`src/rtl/cycle_count_reporter.sv`:
```
// Snapshots a cycle count on request and streams it out as uppercase ASCII hex,
// MSB nibble first, optionally terminated with CR LF, over a valid/ready byte port.
module cycle_count_reporter #(
    parameter int TIMER_SIZE = 32,
    parameter int TERMINATE  = 1
) (
    input  logic                  clock,
    input  logic                  reset,
    input  logic                  capture,
    input  logic [TIMER_SIZE-1:0] clock_cycles,
    output logic                  busy,
    output logic                  dropped,
    output logic [7:0]            byte_data,
    output logic                  byte_valid,
    input  logic                  byte_ready
);

    localparam int NDIG  = TIMER_SIZE / 4;
    localparam int IDX_W = (NDIG > 1) ? $clog2(NDIG) : 1;
    localparam logic [IDX_W-1:0] LAST_IDX = IDX_W'(NDIG - 1);

    typedef enum logic [1:0] {IDLE, DIGIT, CR, LF} state_t;

    state_t                state_q;
    logic [TIMER_SIZE-1:0] value_q;
    logic [IDX_W-1:0]      idx_q;
    logic [7:0]            byte_q;
    logic                  valid_q;
    logic                  busy_q;
    logic                  dropped_q;
    logic                  xfer;

    assign xfer = valid_q & byte_ready;

    function automatic logic [7:0] hex_char(input logic [3:0] n);
        return (n < 4'd10) ? (8'h30 + {4'h0, n}) : (8'h37 + {4'h0, n});
    endfunction

    // Digit 0 is the most-significant nibble.
    function automatic logic [7:0] digit_at(input logic [TIMER_SIZE-1:0] v,
                                            input logic [IDX_W-1:0]      idx);
        int shift;
        shift = 4 * (NDIG - 1 - int'(idx));
        return hex_char(4'(v >> shift));
    endfunction

    always_ff @(posedge clock) begin
        if (reset) begin
            state_q   <= IDLE;
            value_q   <= '0;
            idx_q     <= '0;
            byte_q    <= 8'h00;
            valid_q   <= 1'b0;
            busy_q    <= 1'b0;
            dropped_q <= 1'b0;
        end else begin
            // busy_q is still high on the final-transfer cycle, so a capture there is dropped too.
            dropped_q <= capture & busy_q;
            case (state_q)
                IDLE: begin
                    if (capture) begin
                        value_q <= clock_cycles;
                        idx_q   <= '0;
                        byte_q  <= digit_at(clock_cycles, {IDX_W{1'b0}});
                        valid_q <= 1'b1;
                        busy_q  <= 1'b1;
                        state_q <= DIGIT;
                    end
                end
                DIGIT: begin
                    if (xfer) begin
                        if (idx_q == LAST_IDX) begin
                            if (TERMINATE != 0) begin
                                byte_q  <= 8'h0D;
                                state_q <= CR;
                            end else begin
                                byte_q  <= 8'h00;
                                valid_q <= 1'b0;
                                busy_q  <= 1'b0;
                                state_q <= IDLE;
                            end
                        end else begin
                            idx_q  <= idx_q + 1'b1;
                            byte_q <= digit_at(value_q, idx_q + 1'b1);
                        end
                    end
                end
                CR: begin
                    if (xfer) begin
                        byte_q  <= 8'h0A;
                        state_q <= LF;
                    end
                end
                LF: begin
                    if (xfer) begin
                        byte_q  <= 8'h00;
                        valid_q <= 1'b0;
                        busy_q  <= 1'b0;
                        state_q <= IDLE;
                    end
                end
                default: begin
                    state_q <= IDLE;
                end
            endcase
        end
    end

    assign busy       = busy_q;
    assign dropped    = dropped_q;
    assign byte_data  = byte_q;
    assign byte_valid = valid_q;

endmodule
```
`config.mk`:
```
export PLATFORM = sky130hd
export DESIGN_NAME = cycle_count_reporter
export DESIGN_NICKNAME = d
export VERILOG_FILES = /design/src/rtl/cycle_count_reporter.sv
export SDC_FILE = /design/constraint.sdc
export NUM_CORES = 1
export LEC_CHECK = 0
export CAP_MARGIN = 30
export CORE_ASPECT_RATIO = 1.25
export CORE_MARGIN = 2
export CORE_UTILIZATION = 46
export DETAILED_ROUTE_END_ITERATION = 12
export PLACE_DENSITY_LB_ADDON = 0.15
export SLEW_MARGIN = 15
export SYNTH_ARGS = -nofsm -noshare
export SYNTH_HDL_FRONTEND = slang
export SYNTH_SLANG_ARGS = --single-unit
```
`constraint.sdc`:
```
create_clock -name clock -period 2.25 [get_ports clock]
set_input_delay 0.5625 -clock clock [delete_from_list [all_inputs] [get_ports clock]]
set_output_delay 0.5625 -clock clock [all_outputs]
set_load 0.02 [all_outputs]
```
==> results of run 1 <==
report_power, final:
group | switching (µW) | internal (µW) | leakage (µW)
Combinational | 897 | 759 | 0.000761
Sequential | 115 | 1000 | 0.000379
Clock | 273 | 219 | 0.0000452
Total | 1290 | 1980 | 0.00118
worst max-delay path by stage:
| stage | start | to | cells past startpoint |
|---|---|---|---|
| after global routing | idx_q[1]$_SDFFE_PP0P_ | byte_data[2]$_SDFFE_PP0P_ | 9 |
| after CTS | idx_q[1]$_SDFFE_PP0P_ | byte_data[2]$_SDFFE_PP0P_ | 9 |
| after floorplan | idx_q[0]$_SDFFE_PP0P_ | byte_data[2]$_SDFFE_PP0P_ | 10 |
| final | idx_q[1]$_SDFFE_PP0P_ | byte_data[2]$_SDFFE_PP0P_ | 9 |
| after detailed placement | idx_q[1]$_SDFFE_PP0P_ | byte_data[2]$_SDFFE_PP0P_ | 8 |
| after global placement | idx_q[1]$_SDFFE_PP0P_ | byte_data[2]$_SDFFE_PP0P_ | 8 |
critical path, cell delays in order, from the launching register on:
cell,delay (ns)
dfxtp_2,0.34
ha_4,0.16
ha_4,0.30
mux4_2,0.49
mux2_4,0.29
clkinv_4,0.06
ha_4,0.13
and4bb_2,0.23
o31ai_2,0.07
a211oi_2,0.23
layout by cell type (no fill, tap or decap), drive strengths merged, types with 3 or more instances in the layout:
cell type      instances
mux2i                  5
nor2                  13
mux4                   8
mux2                   3
nand2b                 3
ha                     8
clkdlybuf4s50         45
clkinv                 3
o21ai                  7
nand3                  6
dfxtp                 46
nand2                 76
inv                    6
buf                   23
a21oi                 42
clkbuf                 6
what timing repair did:
item	CTS	global route
hold buffers	0	0
buffers inserted	1	2
resized for setup	1	3
pin swaps	4	2
endpoints found under the setup margin	5	6
cloned	0	0
per-layer routing:
| layer | up-vias | GRT usage (%) |
|---|---|---|
| met4 | 0 | 5.82 |
| met1 | 959 | 27.4 |
| met3 | 11 | 3.24 |
| met2 | 49 | 36.6 |
| met5 | - | 0 |
| li1 | 1058 | - |
synth_stat cells (3+ instances only):
cell type	count
nand2b_1	3
inv_1	6
a21oi_1	41
buf_6	4
dfxtp_1	46
o21ai_0	6
nand2_1	76
clkbuf_1	11
mux4_2	7
ha_1	8
nand3_1	6
mux2i_1	3
nor2_1	13
final cells by class:
type                            instances  share of cell area (%)
Clock buffer                            6                    2.35
Clock inverter                          2                   0.445
Inverter                                7                    1.01
Multi-Input combinational cell        204                    43.3
Sequential cell                        46                    29.9
Tap cell                               62                    2.51
Timing Repair Buffer                   68                    20.6
flip-flops by register name, indices dropped and copies added, names as in the netlist:
register   flops
value_q       32
byte_data      7
idx_q          3
state_q        2
busy           1
dropped        1
stage by stage:
step	TNS, ns	setup WS, ns	hold slack (ns)	cells	area (µm²)
5_1_grt	-1.03	-0.243	0.472	395	3090
4_1_cts	-0.237	-0.106	0.457	393	3070
2_1_floorplan	-0.0985	-0.0528	0.432	275	2390
3_5_place_dp	-0.313	-0.104	0.446	384	2970
3_3_place_gp	-0.0366	-0.0243	0.440	384	2970
6_report	-0.388	-0.124	0.453	395	3090
cells by family after synthesis:
| kind of cell | count (synthesis) | share of synthesized area [%] |
|---|---|---|
| simple gates | 111 | 20.3 |
| compound gates | 67 | 17.1 |
| flops | 46 | 39.3 |
| buf+inv | 25 | 6.08 |
| mux | 16 | 12.5 |
| fa+ha+maj | 8 | 4.27 |
| other cells | 1 | 0.160 |
| xor+xnor | 1 | 0.373 |
==> flow_metrics.env, run 1 <==
export IMPL_status="finished, violations left"
export IMPL_failed_checks="negative setup slack"
export IMPL_hold_class="reg2reg"
export IMPL_finalCriticalPeriod_ns=2.37
export IMPL_crit_path_end_kind="flip-flop"
export IMPL_synth_edf_count=0
export IMPL_drc=0
export IMPL_dr_total_vias=2077
export IMPL_die_h_um=83.8
export IMPL_skew_ns=0.00387
export IMPL_hold_start="value_q[7]$_SDFFE_PP0P_"
export IMPL_dr_first_iter_drc_count=111
export IMPL_first_global_vias=2078
export IMPL_cts_tree="built"
export IMPL_top_layer="met4"
export IMPL_vdd_ir_drop_max_mv=0.481
export IMPL_dieArea_mm2=0.00569
export IMPL_synth_warnings=0
export IMPL_num_nets_final=376
export IMPL_multi_input_area_mm2=0.00134
export IMPL_syn_instance_count=275
export IMPL_ys_ff_latch=46
export IMPL_grt_max_degree=33
export IMPL_place_congestion=0.857
export IMPL_setup_viol=5
export IMPL_met3WireLength_um=151
export IMPL_r2r_start="idx_q[1]$_SDFFE_PP0P_"
export IMPL_fp_row_count=29
export IMPL_synth_avg_cell_area_um2=8.53
export IMPL_wl_per_cell_um=13.9
export IMPL_worstPathRequired_ns=2.46
export IMPL_rsz0062_at_grt="yes"
export IMPL_die_w_um=67.9
export IMPL_wl_met2_um=2860
export IMPL_reg2reg_depth=9
export IMPL_wl_met1_um=2350
export IMPL_ys_seq_area_share_pct=39.3
export IMPL_timing_fmax_mhz=421
export IMPL_ant_nets=0
export IMPL_antenna_found_initial=0
export IMPL_wl_um=5470
export IMPL_path_class="reg2reg"
export IMPL_hpwl_um=4210
export IMPL_layout_drive_gt1_share_pct=17.4
export IMPL_coreArea_mm2=0.00501
export IMPL_min_to="value_q[7]$_SDFFE_PP0P_"
export IMPL_whs_path_depth=2
export IMPL_regArea_um2=923
export IMPL_netlist_area_mm2=0.00235
export IMPL_grt_first_pass_wirelength_um=9470
export IMPL_synth_top_cell_by_area="dfxtp_1"
export IMPL_worst_setup_path_start_kind="flip-flop"
export IMPL_hold_viol=0
export IMPL_synth_area_leaders="dfxtp_1 39%, nand2_1 12%, a21oi_1 8.7%, mux4_2 6.7%, ha_1 4.3%"
export IMPL_port_buffers=45
export IMPL_p_leak_uw=0.00118
export IMPL_start_util_pct=46.9
export IMPL_drtPass1Iterations=4
export IMPL_clock_root_buffer="clkbuf_8"
export IMPL_synthArstFlopShare_pct=0
export IMPL_drv_cap=0
export IMPL_viasPerCell=5.26
export IMPL_n_fill_cell=475
export IMPL_reg2reg_slack_ns=-0.12
export IMPL_cts_max_level=2
export IMPL_worstPathArrival_ns=2.59
export IMPL_diodes=0
export IMPL_crit_fanout=5
export IMPL_grt_ovfl_total=0
export IMPL_clk_latency_ns=0.29
export IMPL_fin_crit_sh_pct=106
export IMPL_power_density_mw_per_mm2=1060
export IMPL_utilization_pct=61.7
export IMPL_setup_ws_ns=-0.124
export IMPL_synth_top_area_share_pct=39.3
export IMPL_ios=47
export IMPL_clock_sinks=46
export IMPL_finalMaxSlewViolations=0
export IMPL_syn_to_final_growth_pct=31.8
export IMPL_ys_flop_type="dfxtp_1"
export IMPL_clk_pin_slew_ns=0.08
export IMPL_cts_buffer_depth=2
export IMPL_yosysUniqueCellTypes=48
export IMPL_r2r_end="byte_data[2]$_SDFFE_PP0P_"
export IMPL_finalPower_uw=3270
export IMPL_grtUsageTotal_pct=21.4
export IMPL_cts_buffers=5
export IMPL_syn_nets=319
No activity file was read; power rests on OpenSTA's default activity.
==> run 2: changes to the inputs <==
Settings changed: CORE_MARGIN 2 to default, SLEW_MARGIN 15 to 40.
==> flow_metrics.env, run 2 (synthesized netlist as in run 1, its figures left out) <==
export IMPL_min_to="value_q[16]$_SDFFE_PP0P_"
export IMPL_fin_crit_sh_pct=106
export IMPL_final_common_cell="nand2_1"
export IMPL_first_global_vias=1923
export IMPL_reg2reg_slack_ns=-0.13
export IMPL_hold_start="value_q[16]$_SDFFE_PP0P_"
export IMPL_reg2reg_depth=8
export IMPL_largest_reg_flops=32
export IMPL_port_buffers=45
export IMPL_hpwl_um=3970
export IMPL_rsz0062_at_grt="yes"
export IMPL_clk_pin_slew_ns=0.08
export IMPL_timing_fmax_mhz=421
export IMPL_whs_path_depth=2
export IMPL_crit_path_end_kind="flip-flop"
export IMPL_syn_to_final_growth_pct=33.5
export IMPL_ios=47
export IMPL_top_register="value_q"
export IMPL_setup_viol=4
export IMPL_n_fill_cell=424
export IMPL_cts_buffer_depth=2
export IMPL_path_cells="ha_4, ha_4, mux4_2, mux2i_4, ha_4, and4bb_2, o31ai_2, a211oi_1"
export IMPL_power_density_mw_per_mm2=1070
export IMPL_cts_tree="built"
export IMPL_grt_first_pass_wirelength_um=9010
export IMPL_grt_ovfl_total=0
export IMPL_antenna_found_initial=0
export IMPL_utilization_pct=64.8
export IMPL_dr_first_iter_drc_count=85
export IMPL_mostFrequentLayoutCells="75 x nand2_1, 45 x clkdlybuf4s50_1, 44 x dfxtp_1"
export IMPL_drtPass1Iterations=4
export IMPL_status="finished, violations left"
export IMPL_viasPerCell=5.25
export IMPL_finalCriticalPeriod_ns=2.38
export IMPL_drc=0
export IMPL_cp_slowest_cell="mux4_2"
export IMPL_hold_class="reg2reg"
export IMPL_finalMaxSlewViolations=0
export IMPL_start_util_pct=48.5
export IMPL_fp_row_count=28
export IMPL_r2r_start="idx_q[1]$_SDFFE_PP0P_"
export IMPL_clk_latency_ns=0.29
export IMPL_worst_setup_path_start_kind="flip-flop"
export IMPL_critPathMaxStageDelay_ns=0.53
export IMPL_place_congestion=0.797
export IMPL_grt_max_degree=33
export IMPL_p_leak_uw=0.00121
export IMPL_grtUsageTotal_pct=22.0
export IMPL_dr_total_vias=2054
export IMPL_setup_ws_ns=-0.125
export IMPL_hold_viol=0
export IMPL_die_h_um=81.8
export IMPL_cts_max_level=2
export IMPL_clock_root_buffer="clkbuf_8"
export IMPL_vdd_ir_drop_max_mv=0.501
export IMPL_critPathMostFrequentCell="ha_4"
export IMPL_layout_drive_gt1_share_pct=18.1
export IMPL_crit_fanout=6
export IMPL_failed_checks="negative setup slack"
export IMPL_worst_hold_slack_ns=0.457
export IMPL_die_w_um=65.9
export IMPL_cts_buffers=5
export IMPL_clock_sinks=46
export IMPL_setup_tns_ns=-0.353
export IMPL_wl_um=5350
export IMPL_wl_per_cell_um=13.7
export IMPL_r2r_end="byte_data[2]$_SDFFE_PP0P_"
export IMPL_skew_ns=0.00393
export IMPL_ant_nets=0
export IMPL_path_class="reg2reg"
export IMPL_worstPathArrival_ns=2.58
export IMPL_coreArea_mm2=0.00483
export IMPL_hold_buffers=0
export IMPL_num_nets_final=374
export IMPL_diodes=0
export IMPL_drv_cap=0
export IMPL_dieArea_mm2=0.00539
export IMPL_worstPathRequired_ns=2.46
run 2: changes by cell type in the layout (fill, tap and decap cells not counted), sizes merged:
| cell | before | now |
|---|---|---|
| buf | 23 | 21 |
run 2: cell type report:
cell class	instances	area, µm²	share of cell area, %
clock buffer	6	72.6	2.32
clock inverter	2	13.8	0.439
inverter	7	31.3	0.999
multi-input combinational	204	1380	44.1
sequential	46	923	29.5
tap	60	75.1	2.40
timing repair buffer	66	633	20.2
run 2: report_power, final:
| part | internal, µW | switching [µW] |
|---|---|---|
| registers | 1000 | 116 |
| clock network | 219 | 268 |
| logic | 809 | 949 |
run 2: critical path, delay by kind of cell (launching register included):
family | cells | cell delay, ns
AOI/OAI and AO/OA | 2 | 0.25
and+or+nand+nor | 1 | 0.23
adders and majority gates | 3 | 0.66
muxes | 2 | 0.80
DFF | 1 | 0.34
run 2: worst max path at each step:
stage / start / end / slack, ns / cells past startpoint
CTS: idx_q[1]$_SDFFE_PP0P_ / byte_data[2]$_SDFFE_PP0P_ / -0.12 / 8
global placement: idx_q[1]$_SDFFE_PP0P_ / byte_data[2]$_SDFFE_PP0P_ / -0.03 / 8
global route: idx_q[1]$_SDFFE_PP0P_ / byte_data[2]$_SDFFE_PP0P_ / -0.24 / 8
detailed placement: idx_q[1]$_SDFFE_PP0P_ / byte_data[2]$_SDFFE_PP0P_ / -0.11 / 8
finish: idx_q[1]$_SDFFE_PP0P_ / byte_data[2]$_SDFFE_PP0P_ / -0.13 / 8
floorplan: idx_q[0]$_SDFFE_PP0P_ / byte_data[2]$_SDFFE_PP0P_ / -0.05 / 10
run 2: metrics by stage:
stage	area, µm²	worst slack, ns	cells	power [µW]
3_5_place_dp	2980	-0.110	382	2780
3_3_place_gp	2980	-0.0324	382	2750
4_1_cts	3080	-0.119	391	3290
5_1_grt	3130	-0.243	391	3610
6_report	3130	-0.125	391	3360
2_1_floorplan	2390	-0.0528	275	2230
run 2: routing by layer:
layer | routed length [µm] | GRT usage, %
met4 | 146 | 8.26
met2 | 2690 | 36.7
met3 | 142 | 4.17
met5 | 0 | 0
met1 | 2380 | 28.0
run 2: timing repair:
item | in CTS | in global routing
buffers inserted | 1 | 0
endpoints found under the setup margin | 6 | 7
pin swaps | 4 | 3
endpoints found under the hold margin | 0 | 0
gates resized for setup | 2 | 9
==> run 3: changes to the inputs <==
Settings changed: CTS_CLUSTER_SIZE from default to 24.
==> results of run 3 <==
Final layout, timing and power as in run 2 (identical DEF).
